===== src/rtl/pc_pkg.sv =====
// Shared types and default constants for the fetch-stage program-counter unit.
package pc_pkg;

  localparam int STATE_W = 2;

  typedef enum logic [STATE_W-1:0] {
    PC_BOOT = 2'd0,
    PC_RUN  = 2'd1,
    PC_HALT = 2'd2
  } pc_state_e;

  localparam logic [31:0] DEFAULT_RESET_VECTOR = 32'h0000_0000;
  localparam logic [31:0] DEFAULT_TRAP_VECTOR  = 32'h0000_0100;
  localparam int          DEFAULT_ILEN_BYTES   = 4;

endpackage


===== src/rtl/pc_next_sel.sv =====
// Priority mux for the next fetch PC, next EPC and the misaligned-redirect flag.
module pc_next_sel
  import pc_pkg::*;
#(
  parameter int             XLEN        = 32,
  parameter logic [XLEN-1:0] TRAP_VECTOR = XLEN'(DEFAULT_TRAP_VECTOR),
  parameter int             ILEN_BYTES  = DEFAULT_ILEN_BYTES
) (
  input  pc_state_e         state,
  input  logic [XLEN-1:0]   pc,
  input  logic [XLEN-1:0]   epc,
  input  logic              stall,
  input  logic              redirect_valid,
  input  logic [XLEN-1:0]   redirect_target,
  input  logic              trap_req,
  input  logic [XLEN-1:0]   trap_epc,
  input  logic              mret,
  input  logic              halt_req,
  input  logic              fetch_ready,
  output logic [XLEN-1:0]   pc_inc,
  output logic [XLEN-1:0]   pc_next,
  output logic [XLEN-1:0]   epc_next,
  output logic              misaligned_next
);

  localparam logic [XLEN-1:0] ILEN_W     = XLEN'(ILEN_BYTES);
  localparam logic [XLEN-1:0] ALIGN_MASK = ILEN_W - XLEN'(1);

  logic target_misaligned;

  assign pc_inc            = pc + ILEN_W;
  assign target_misaligned = (redirect_target & ALIGN_MASK) != {XLEN{1'b0}};

  // Next-PC arbitration; a misaligned redirect is converted into a trap entry
  always_comb begin
    pc_next         = pc;
    epc_next        = epc;
    misaligned_next = 1'b0;
    case (state)
      PC_RUN: begin
        if (trap_req) begin
          pc_next  = TRAP_VECTOR;
          epc_next = trap_epc;
        end else if (mret) begin
          pc_next = epc;
        end else if (redirect_valid) begin
          if (target_misaligned) begin
            pc_next         = TRAP_VECTOR;
            epc_next        = redirect_target;
            misaligned_next = 1'b1;
          end else begin
            pc_next = redirect_target;
          end
        end else if (halt_req) begin
          pc_next = pc;
        end else if (fetch_ready && !stall) begin
          pc_next = pc_inc;
        end else begin
          pc_next = pc;
        end
      end
      PC_HALT: begin
        if (trap_req) begin
          pc_next  = TRAP_VECTOR;
          epc_next = trap_epc;
        end else begin
          pc_next = pc;
        end
      end
      default: begin
        pc_next = pc;
      end
    endcase
  end

endmodule


===== src/rtl/pc_unit.sv =====
// Fetch-stage program counter: BOOT/RUN/HALT sequencing, IMEM valid/ready request,
// trap entry/return and EPC storage.
module pc_unit
  import pc_pkg::*;
#(
  parameter int              XLEN         = 32,
  parameter logic [XLEN-1:0] RESET_VECTOR = XLEN'(DEFAULT_RESET_VECTOR),
  parameter logic [XLEN-1:0] TRAP_VECTOR  = XLEN'(DEFAULT_TRAP_VECTOR),
  parameter int              ILEN_BYTES   = DEFAULT_ILEN_BYTES
) (
  input  logic               clk,
  input  logic               rst,
  input  logic               stall,
  input  logic               redirect_valid,
  input  logic [XLEN-1:0]    redirect_target,
  input  logic               trap_req,
  input  logic [XLEN-1:0]    trap_epc,
  input  logic               mret,
  input  logic               halt_req,
  input  logic               resume,
  input  logic               fetch_ready,
  output logic               fetch_valid,
  output logic [XLEN-1:0]    pc_out,
  output logic [XLEN-1:0]    pc_plus,
  output logic [XLEN-1:0]    epc_out,
  output logic               misaligned,
  output logic [STATE_W-1:0] state_out
);

  pc_state_e       state_q, state_d;
  logic [XLEN-1:0] pc_q, pc_d;
  logic [XLEN-1:0] epc_q, epc_d;
  logic            misaligned_q, misaligned_d;
  logic            fetch_valid_q;

  pc_next_sel #(
    .XLEN        (XLEN),
    .TRAP_VECTOR (TRAP_VECTOR),
    .ILEN_BYTES  (ILEN_BYTES)
  ) u_next_sel (
    .state           (state_q),
    .pc              (pc_q),
    .epc             (epc_q),
    .stall           (stall),
    .redirect_valid  (redirect_valid),
    .redirect_target (redirect_target),
    .trap_req        (trap_req),
    .trap_epc        (trap_epc),
    .mret            (mret),
    .halt_req        (halt_req),
    .fetch_ready     (fetch_ready),
    .pc_inc          (pc_plus),
    .pc_next         (pc_d),
    .epc_next        (epc_d),
    .misaligned_next (misaligned_d)
  );

  // State transitions; halt only wins in RUN when no trap, mret or redirect is pending
  always_comb begin
    state_d = state_q;
    case (state_q)
      PC_BOOT: state_d = PC_RUN;
      PC_RUN: begin
        if (!trap_req && !mret && !redirect_valid && halt_req) begin
          state_d = PC_HALT;
        end else begin
          state_d = PC_RUN;
        end
      end
      PC_HALT: begin
        if (trap_req || resume) begin
          state_d = PC_RUN;
        end else begin
          state_d = PC_HALT;
        end
      end
      default: state_d = PC_BOOT;
    endcase
  end

  // All architectural state; fetch_valid is registered from the next state
  always_ff @(posedge clk) begin
    if (rst) begin
      state_q       <= PC_BOOT;
      pc_q          <= RESET_VECTOR;
      epc_q         <= {XLEN{1'b0}};
      misaligned_q  <= 1'b0;
      fetch_valid_q <= 1'b0;
    end else begin
      state_q       <= state_d;
      pc_q          <= pc_d;
      epc_q         <= epc_d;
      misaligned_q  <= misaligned_d;
      fetch_valid_q <= (state_d == PC_RUN);
    end
  end

  assign fetch_valid = fetch_valid_q;
  assign pc_out      = pc_q;
  assign epc_out     = epc_q;
  assign misaligned  = misaligned_q;
  assign state_out   = state_q;

endmodule


===== config.mk =====
export PLATFORM = sky130hd
export DESIGN_NAME = pc_unit
export DESIGN_NICKNAME = d
export VERILOG_FILES = /design/src/rtl/pc_pkg.sv /design/src/rtl/pc_next_sel.sv /design/src/rtl/pc_unit.sv
export SDC_FILE = /design/constraint.sdc
export NUM_CORES = 1
export LEC_CHECK = 0
export ABC_AREA = 1
export CAP_MARGIN = 20
export CORE_AREA = 2 2 122 112
export DETAILED_ROUTE_END_ITERATION = 7
export DIE_AREA = 0 0 124 114
export MAX_ROUTING_LAYER = met4
export PLACE_DENSITY = 0.73
export SKIP_LAST_GASP = 1
export SYNTH_ARGS = -nofsm -noshare
export SYNTH_HDL_FRONTEND = slang
export SYNTH_HIERARCHICAL = 1
export SYNTH_SLANG_ARGS = --single-unit
export TNS_END_PERCENT = 1

===== constraint.sdc =====
create_clock -name clk -period 2.11 [get_ports clk]
set_input_delay 0.211 -clock clk [delete_from_list [all_inputs] [get_ports clk]]
set_output_delay 0.211 -clock clk [all_outputs]
set_load 0.03 [all_outputs]

== Word-level counts from Yosys, hierarchy flattened ==
Cells that the tools add are included.

* Add/sub/neg operators: 1
* Equality and inequality tests: 9
* Multiplexer cells: 18
* Bitwise operators: 2
* Reduce and logical (&&, ||, !) cells: 15

{| class="wikitable"
|+ Operators with widths
! kind !! number
|-
| 32-bit 2-to-1 mux || 12
|-
| 32-bit one-hot mux with 2 select lines || 2
|-
| 32-bit by 3-bit adder with 32-bit output (second input constant) || 1
|-
| 32-bit nonzero test || 1
|-
| 3-bit inequality test (second input constant) || 2
|-
| 2-bit one-hot mux with 3 select lines || 1
|-
| 5-bit by 4-bit inequality test with 1-bit output (second input constant) || 1
|-
| 5-bit inequality test (second input constant) || 1
|-
| 5-bit AND reduction || 1
|-
| 5-bit OR reduction || 1
|-
| 2-bit by 1-bit == test with 1-bit output (second input constant) || 2
|-
| 1-bit logical AND || 4
|-
| 1-bit zero test || 4
|-
| 2-bit 2-to-1 mux || 2
|-
| 4-bit AND reduction || 1
|-
| 3-bit by 2-bit inequality test with 1-bit output (second input constant) || 1
|-
| 2-bit == test (second input constant) || 1
|-
| 2-bit zero test || 1
|-
| 2-bit inequality test (second input constant) || 1
|-
| 1-bit inverter || 2
|-
| 2-bit nonzero test || 1
|-
| 1-bit logical OR || 1
|-
| 1-bit 2-to-1 mux || 1
|}

* Flip-flop bits (word level): 68

== Longest topological paths before layout ==
* Depth after elaboration: 8
* Mapped depth: 15
* Depth with buffers taken out: 15

== Cells and area by module ==
The synthesis kept the hierarchy.

{| class="wikitable"
|+ Modules (own cells, without submodules)
! module !! instances !! cells an instance !! area an instance (um^2) !! seq. area each (um^2)
|-
| pc_next_sel || 1 || 770 || 3668.5 || 0.0
|-
| pc_unit || 1 || 222 || 1978.1 || 1361.3
|}

== Worst setup path after synthesis ==
No wires, ideal clock.

* Kind: reg2reg
* From: register pc_q[2], in the netlist pc_out[2]
* To: register pc_q[9], in the netlist pc_out[9]
* Library setup time: 0.064 ns
* Arrival time: 2.176 ns
* Data required time: 2.046 ns
* Path slack: -0.130 ns
* Cell stages (with the launch flop): 11
* Buffers on the path: 0
* Period minus slack after synthesis: 2.240 ns
* Path through: dfxtp_1 inv_1 nor2_4 nand2_4 xnor2_1 nand2_1 nand2_1 a21oi_1 o21ai_1 inv_1 nor2_1

* Word-level cells in the longest chain between the ends: 7

{| class="wikitable"
|+ RTL lines
! element !! RTL line !! RTL
|-
| from (decl) || pc_unit.sv:31 || <nowiki>logic [XLEN-1:0] pc_q, pc_d;</nowiki>
|-
| from (signal assigned) || pc_unit.sv:91 || <nowiki>pc_q <= pc_d;</nowiki>
|-
| 32-bit by 3-bit adder with 32-bit output || pc_next_sel.sv:31 || <nowiki>assign pc_inc = pc + ILEN_W;</nowiki>
|-
| via pc_plus[9] || pc_unit.sv:24 || <nowiki>output logic [XLEN-1:0] pc_plus,</nowiki>
|-
| 32-bit 2-to-1 mux || pc_next_sel.sv:56 || <nowiki>end else if (fetch_ready && !stall) begin</nowiki>
|-
| 32-bit 2-to-1 mux || pc_next_sel.sv:54 || <nowiki>end else if (halt_req) begin</nowiki>
|-
| 32-bit 2-to-1 mux || pc_next_sel.sv:46 || <nowiki>end else if (redirect_valid) begin</nowiki>
|-
| 32-bit 2-to-1 mux || pc_next_sel.sv:44 || <nowiki>end else if (mret) begin</nowiki>
|-
| 32-bit 2-to-1 mux || pc_next_sel.sv:41 || <nowiki>if (trap_req) begin</nowiki>
|-
| 32-bit one-hot mux with 2 select lines || pc_next_sel.sv:39 || <nowiki>case (state)</nowiki>
|-
| via pc_d[9] || pc_unit.sv:31 ||
|}

The timed path passes the listed nets, and every way through them passes these cells. The select of a mux whose other input is x is not followed.
A chain may end at the register's enable or synchronous reset.

== Final worst setup path ==
* From: register pc_q[2], in the netlist pc_out[2]
* To: output port pc_plus[24]

* Word-level cells in the longest chain between the ends: 1

{| class="wikitable"
|+ RTL lines
! element !! RTL line
|-
| 32-bit by 3-bit adder with 32-bit output || pc_next_sel.sv:31
|-
| to (decl) || pc_unit.sv:24
|}

No other way between the ends.

==> metrics.yaml <==
finish.utilization_pct: 61.8
io_pins: 173
gr-total-overflow: 0
tritoncts: "yes"
place_ws_ns: 0.00617
min_path_type: "input port to flop"
final_common_cell: "nand2_1"
end_kind: "primary output"
reg2reg_depth: 15
reg2reg_slack_ns: 0.15
finish.net_count: 1244
crit_type: "flop to primary output"
die_x_microns: 124
setup_viol: 11
p_leak_nw: 3.45
rr_startpoint: "pc_out[2]"
multiInputGateArea_sq_um: 3300
synth_area_sq_um: 5650
grt_pass1_wl_mm: 32.7
drtPass1Iterations: 5
drt_iter0_drc: 776
cap_violations: 0
min_period_over_period_pct: 108
max_freq_mhz: 438
drive_above_1_share_pct: 10.7
syn_area_per_cell_sq_um: 5.69
dpl-instance-area_sq_um: 7760
io_buffers: 172
vdd_ir_drop_max_uv: 305
critPathMaxFanout: 4
powerDensity_nw_per_um2: 469
max_slew_margin_pct: 75.0
grt.total_usage_pct: 31.0
clock_sinks: 68
violations: "setup timing"
antenna_left: 0
initial_core_util_pct: 43.4
hp-start: "rst"
syn_nets: 1068
finalWorstSetupSlack_ns: -0.174
gp_congestion: 0.977
grt_pass1_vias: 6033
placementRows: 40
ys_seq_elements: 68
routed_wl_mm: 21.0
crit_required_ns: 1.90
fillers: 1280
synth.distinct_cells: 37
yosys_warnings: 6
skew_ns: 0.00614
die_h_microns: 114
drcViolationCount: 0
worstSkewPairLatency_ns: 0.34
worst_pin_slew_ns: 0.374
dr_total_vias: 6839
outcome: "complete, but fails checks"
syn2layout_area_growth_pct: 42.4
grt_max_degree: 69
clockRootBuffer: "clkbuf_16"
clk_pin_slew_ns: 0.06
cts-htree-levels: 3
synthCells: 992
wl_per_cell_microns: 15.6
mostFrequentLayoutCells: "nand2_1, inv_1, clkdlybuf4s50_1"
hold-worst-slack_ns: 0.347
place_hpwl_mm: 16.2
cts.path.max_buffers: 2
die_area_sq_um: 14100
reg2reg_to: "pc_out[12]"
arrival_ns: 2.07
slew_viol_final: 0
n_antenna_cell: 0
grt_setup_unrepaired: "yes"
yosysSeqAreaShare_pct: 24.1
whs_path_depth: 3
core_sq_um: 13000
design_area_sq_um: 8040
startpoint_type: "flop"
antenna_found_initial: 0
min_to: "epc_out[27]"
via_per_inst: 5.10
regArea_sq_um: 1360
finalHoldViolCount: 0
post-route-min-period_ns: 2.28
cts_buffers: 9
[how the worst max path moves through the flow]
stage,start,end,slack [ns]
detailed placement,pc_out[3],pc_plus[20],0.006
global placement,pc_out[2],pc_plus[20],0.03
global route,pc_out[2],pc_plus[24],-0.31
finish,pc_out[2],pc_plus[24],-0.17
CTS,pc_out[10],pc_plus[15],-0.20
floorplan,pc_out[4],pc_out[7],0.06
[metrics by stage]
stage                     cells  TNS (ns)  power, W
after floorplan             992         0   0.00192
after global placement     1325         0   0.00234
after detailed placement   1325         0   0.00234
after CTS                  1341    -0.893   0.00376
after global routing       1341     -2.92   0.00393
final                      1341    -0.813   0.00377
[registers in the layout (all words and copies together) (netlist names)]
signal	flops
epc_out	32
fetch_valid	1
misaligned	1
pc_out	32
state_out	2
[report_power, final]
part	total, W	switching [W]	internal (W)
Combinational	0.000966	0.000560	0.000406
Sequential	0.00137	0.0000391	0.00133
Clock	0.00144	0.000550	0.000891
[cell usage after synthesis (all sizes together)]
library cell	instances	area, sq um
a21o	1	7.51
dfxtp	68	1360
nor4	1	6.26
nand2	301	1170
clkbuf	32	191
a21oi	62	318
buf	25	153
inv	176	661
nand3b	2	22.5
o21a	1	7.51
o22ai	18	113
nand3	54	270
xor2	9	78.8
and2	5	31.3
clkinv	1	3.75
o221ai	30	263
nor2	126	536
or2	2	12.5
xnor2	1	8.76
o21bai	1	11.3
a31oi	6	37.5
ha	3	37.5
o21ai	63	319
o211ai	4	30.0
[critical path: stages, from the launching register on]
cell	delay (ns)
dfxtp_1	0.34
ha_1	0.20
buf_4	0.13
nand3_1	0.19
nor2_1	0.25
buf_4	0.16
nand2_1	0.05
nand2_1	0.06
and2_1	0.21
buf_12	0.14
[final cells by class]
cell class | instances | area share (%)
multi-input cells | 690 | 41.0
flip-flops and latches | 68 | 16.9
repair buffers | 222 | 27.6
clock buffers | 15 | 3.45
well taps | 168 | 2.61
clock inverters | 1 | 0.0622
inverters | 177 | 8.26
[layer usage]
metal / vias up / GRT usage [%] / part of all wire, %
li1: 3461 / - / -
met1: 3008 / 49.1 / 49
met3: 26 / 3.75 / 8.9
met2: 344 / 40.8 / 40
met5: - / - / 0
met4: 0 / 7.42 / 1.5
[logic make-up (layout without fill, tap and decap cells)]
| kind of cell | count (synthesis) | in the layout | synth area share (%) |
|---|---|---|---|
| AO/OA/AOI/OAI | 186 | 186 | 19.6 |
| adder cells (fa/ha/maj) | 3 | 3 | 0.665 |
| flip-flops | 68 | 68 | 24.1 |
| XOR/XNOR | 10 | 10 | 1.55 |
| AND/OR/NAND/NOR | 491 | 491 | 36.2 |
| buffers and inverters | 234 | 415 | 17.9 |
[timing repair]
item	CTS	global route
hold endpoints to repair	0	0
hold buffers	0	0
setup buffers	0	0
cloned	0	0
endpoints found under the setup margin	12	29
resized for setup	4	1
Power figures use the tool's default switching activity.
==> edit 1: new RTL, config.mk and constraints unchanged <==
`XLEN` is set to 32 in 2 places; all go to 28.
--- a/src/rtl/pc_next_sel.sv
+++ b/src/rtl/pc_next_sel.sv
@@ -2,7 +2,7 @@
 module pc_next_sel
   import pc_pkg::*;
 #(
-  parameter int             XLEN        = 32,
+  parameter int             XLEN        = 28,
   parameter logic [XLEN-1:0] TRAP_VECTOR = XLEN'(DEFAULT_TRAP_VECTOR),
   parameter int             ILEN_BYTES  = DEFAULT_ILEN_BYTES
 ) (
--- a/src/rtl/pc_unit.sv
+++ b/src/rtl/pc_unit.sv
@@ -3,7 +3,7 @@
 module pc_unit
   import pc_pkg::*;
 #(
-  parameter int              XLEN         = 32,
+  parameter int              XLEN         = 28,
   parameter logic [XLEN-1:0] RESET_VECTOR = XLEN'(DEFAULT_RESET_VECTOR),
   parameter logic [XLEN-1:0] TRAP_VECTOR  = XLEN'(DEFAULT_TRAP_VECTOR),
   parameter int              ILEN_BYTES   = DEFAULT_ILEN_BYTES
Ports: changed (5 resized); port bits go from 173 to 153. No check against the original RTL was run, so the function may have changed too.
==> edit 1 against the unedited design <==
The flow still finishes with violations (negative setup slack); die area unchanged; sequential cell count down 8; setup slack better by 0.024 ns; clock skew up 0.00071 ns; maximum frequency up 1.0%; power down 4.3%; final area down 13%; largest cell class unchanged; final cell count down 12%; non-clock buffer count down 28; routed wire length down 17%; area after synthesis down 13%; critical endpoint is now pc_plus[7].
==> edit 1: results (changes against the unedited design) <==
Power and ir drop:
- The combinational gate power is 0.840 mW (was 0.966 mW).
- The standby leakage power is 3.00 nW (was 3.45 nW).
- The sequential cell power was 1.20 mW (was 1.37 mW).

Yosys:
- The number of distinct library cells after synthesis is 38 (was 37).
- The post-synthesis register bit count was 60 (was 68).
- Cell types with the largest area share after synthesis: sky130_fd_sc_hd__dfxtp_1 24%, sky130_fd_sc_hd__nand2_1 19%, sky130_fd_sc_hd__inv_1 12% (was sky130_fd_sc_hd__dfxtp_1 24%, sky130_fd_sc_hd__nand2_1 19%, sky130_fd_sc_hd__inv_1 11%).
- The synthesized netlist net count is 919 (was 1068).

Outcome:
- Outcome: finished, violations left (unchanged).
- Violations in the final reports: negative setup slack (unchanged).

Worst setup path:
- The kind of cell adding the most delay to the critical path is buffers and inverters (was simple AND/OR/NAND/NOR gates).
- The worst reg-to-reg setup slack is 0.09 ns (was 0.15 ns).
- The endpoint of the most critical setup path is pc_plus[7] (was pc_plus[24]).
- The cell at the slowest stage of the critical path is sky130_fd_sc_hd__clkdlybuf4s50_1 (was sky130_fd_sc_hd__dfxtp_1).
- The worst setup path startpoint is pc_out[3]$_SDFF_PP0_ (was pc_out[2]$_SDFF_PP0_).

STA:
- The worst clock skew on the final layout is 0.00685 ns (was 0.00614 ns).
- The worst slew margin relative to its limit was 0.584 (was 0.750).
- The worst path setup slack after routing was -0.150 ns (was -0.174 ns).
- The number of endpoints failing setup at the final stage is 4 (was 11).

Placement:
- The post-DP HPWL is 13.3 mm (was 16.2 mm).
- The placer congestion estimate came to 0.949 (was 0.977).

Global routing:
- The via count of the first global-routing pass was 5332 (was 6033).

Finish:
- The share of final-layout standard cells stronger than drive strength 1 came to 0.101 (was 0.107).
- The final-layout clock buffer total was 11 (was 15).
- The count of plain and timing-repair buffers is 194 (was 222).
- The count of multi-input gates is 589 (was 690).
- The inverter count of the layout excluding clock inverters is 155 (was 177).

Clocking:
- The latest clock arrival within the worst-skew pair is 0.32 ns (was 0.34 ns).
-- edit 1: cell count changes in the layout (fill, tap and decap cells not counted), moves of 6 or more --
cell | unedited run | this run
sky130_fd_sc_hd__nand2_1 | 290 | 242
sky130_fd_sc_hd__nand3_1 | 54 | 39
sky130_fd_sc_hd__inv_1 | 171 | 152
sky130_fd_sc_hd__nor2_1 | 113 | 92
sky130_fd_sc_hd__a31oi_1 | 6 | 13
sky130_fd_sc_hd__buf_12 | 15 | 7
sky130_fd_sc_hd__o22ai_1 | 18 | 12
sky130_fd_sc_hd__dfxtp_1 | 68 | 60
sky130_fd_sc_hd__clkdlybuf4s50_1 | 145 | 130
-- edit 1: kinds of logic after synthesis --
group,share of synthesized area
AND/OR/NAND/NOR,0.335
buffers and inverters,0.180
AO/OA/AOI/OAI,0.215
flip-flops,0.245
XOR/XNOR,0.0176
adder cells (fa/ha/maj),0.00766
-- edit 1: layer usage --
layer / vias to the layer above / routed length [µm] / global-route usage
met4: 0 / 374 / 0.0816
met1: 2604 / 8290 / 0.377
li1: 3003 / - / -
met2: 296 / 7170 / 0.355
met3: 28 / 1650 / 0.0390
met5: - / 0 / -
-- edit 1: stage by stage --
| stage | std cells | hold WS, ns | area, µm² | worst slack [ns] |
|---|---|---|---|---|
| after floorplan | 851 | 0.472 | 4910 | -0.103 |
| after global placement | 1166 | 0.554 | 6700 | 0.126 |
| after detailed placement | 1166 | 0.559 | 6700 | 0.109 |
| after CTS | 1182 | 0.390 | 7010 | -0.160 |
| after global routing | 1182 | 0.411 | 7010 | -0.274 |
| final | 1182 | 0.387 | 7010 | -0.150 |
-- edit 1: timing repair --
| item | in CTS | in global routing |
|---|---|---|
| gates resized for setup | 2 | 1 |
| pin swaps | 0 | 0 |
| endpoints found under the setup margin | 4 | 25 |
| hold endpoints to repair | 0 | 0 |
==> edit 2: new RTL, config.mk and constraints unchanged <==
Made on the original files. Add an input register stage for `redirect_target`, without a reset; this delays it by one clock. The other inputs are not delayed to match.
--- a/src/rtl/pc_unit.sv
+++ b/src/rtl/pc_unit.sv
@@ -27,6 +27,12 @@
   output logic [STATE_W-1:0] state_out
 );
 
+  logic [XLEN-1:0] redirect_target_q;
+
+  always_ff @(posedge clk) begin
+    redirect_target_q <= redirect_target;
+  end
+
   pc_state_e       state_q, state_d;
   logic [XLEN-1:0] pc_q, pc_d;
   logic [XLEN-1:0] epc_q, epc_d;
@@ -43,7 +49,7 @@
     .epc             (epc_q),
     .stall           (stall),
     .redirect_valid  (redirect_valid),
-    .redirect_target (redirect_target),
+    .redirect_target (redirect_target_q),
     .trap_req        (trap_req),
     .trap_epc        (trap_epc),
     .mret            (mret),
Formal check against the unedited RTL: not equivalent (a bounded check fails within 4 cycles, from zero or initial values and one cycle with rst high).
==> edit 2 against the unedited design <==
The flow still finishes with violations (negative setup slack); critical path depth fell by 4; synthesized cell count rose by 3.3%; sequential cell count rose by 32; power grew 28%; setup slack better by 0.0041 ns; sequential share of layout area increased by 5.9 points; routed wire length grew 8.5%; final area up 9.2%; worst hold slack worse by 0.056 ns; area after synthesis grew 11%; critical endpoint is now pc_plus[5]; highest routed layer unchanged.
==> edit 2: results (changes against the unedited design) <==
Power and ir drop:
- The power share of the clock group is 0.380 (was 0.382).
- The standby leakage power is 3.77 nW (was 3.45 nW).
- The largest vdd supply drop came to 0.486 mV (was 0.305 mV).
- The fraction of power spent switching nets came to 0.287 (was 0.305).
- The clock-net power is 1.83 mW (was 1.44 mW).
- The combinational gate power was 0.979 mW (was 0.966 mW).

Global routing:
- The all-layer global routing usage was 0.328 (was 0.310).
- The maximum number of pins on one net before global-route repair came to 44 (was 69).
- The first-pass GRT wire length was 34.2 mm (was 32.7 mm).

Yosys:
- Cell types with the largest area share after synthesis: sky130_fd_sc_hd__dfxtp_1 32%, sky130_fd_sc_hd__nand2_1 17%, sky130_fd_sc_hd__inv_1 10% (was sky130_fd_sc_hd__dfxtp_1 24%, sky130_fd_sc_hd__nand2_1 19%, sky130_fd_sc_hd__inv_1 11%).
- The per-instance average area after synthesis was 6.14 µm² (was 5.69 µm²).
- The post-synthesis share of cell area spent on full adders, half adders and majority gates was 0.00597 (was 0.00665).
- Top cells by count, synth: 289 x sky130_fd_sc_hd__nand2_1, 173 x sky130_fd_sc_hd__inv_1, 112 x sky130_fd_sc_hd__nor2_1 (was 290 x sky130_fd_sc_hd__nand2_1, 171 x sky130_fd_sc_hd__inv_1, 113 x sky130_fd_sc_hd__nor2_1).
- The sequential fraction of the synthesis area is 0.318 (was 0.241).

Route:
- The detailed router's first-iteration violation count is 710 (was 776).
- The post-detailed-route wirelength per cell came to 16.5 µm (was 15.6 µm).
- The wire length reported by the detailed router is 22.7 mm (was 21.0 mm).

STA:
- The worst path setup slack after routing is -0.170 ns (was -0.174 ns).
- The number of endpoints failing setup at the final stage is 11 (unchanged).
- The post-route setup TNS is -1.04 ns (was -0.813 ns).
- The minimum clock period after layout is 2.28 ns (about the same).

Outcome:
- Violations in the final reports: negative setup slack (unchanged).
- Outcome: finished, violations left (unchanged).

Placement:
- The post-DP HPWL was 17.3 mm (was 16.2 mm).
- The number of instances in the placed design was 1359 (was 1325).

Finish:
- The area of all sequential standard cells is 0.00200 mm² (was 0.00136 mm²).
- The buffering overhead is 0.259 (was 0.276).
- The inverter count of the layout excluding clock inverters is 179 (was 177).
- The number of nets in the layout is 1278 (was 1244).
- The area taken by multi-input logic gates is 0.00330 mm² (about the same).
- The final-layout clock-cell area share came to 0.0366 (was 0.0352).

Worst setup path:
- The number of cells traversed by the worst register-to-register path came to 14 (was 15).

Clocking:
- The clock-pin slew on the worst setup and hold paths is 0.08 ns (was 0.06 ns).

Worst hold path:
- The number of instances on the worst hold path was 1 (was 3).
-- edit 2: worst max-delay path, cell delays in order, from the launching register on --
cell	delay, ns
sky130_fd_sc_hd__dfxtp_1	0.42
sky130_fd_sc_hd__buf_4	0.18
sky130_fd_sc_hd__nand3_1	0.19
sky130_fd_sc_hd__xor2_1	0.20
sky130_fd_sc_hd__inv_1	0.07
sky130_fd_sc_hd__clkdlybuf4s50_1	0.66
-- edit 2: worst paths after layout --
check,start,end,slack (ns)
worst min-delay path,redirect_target[29],redirect_target_q[29]$_DFF_P_,0.29
worst min register to register,epc_out[0]$_SDFF_PP0_,epc_out[0]$_SDFF_PP0_,0.59
worst max register to register,pc_out[3]$_SDFF_PP0_,pc_out[8]$_SDFF_PP0_,0
worst max-delay path,pc_out[4]$_SDFF_PP0_,pc_plus[5],-0.17
-- edit 2: metal layers --
layer	track usage	up-vias	part of all wire
li1	-	3560	-
met1	0.499	3221	0.48
met2	0.437	369	0.40
met3	0.0765	19	0.11
met4	0.0689	0	0.012
met5	-	-	0
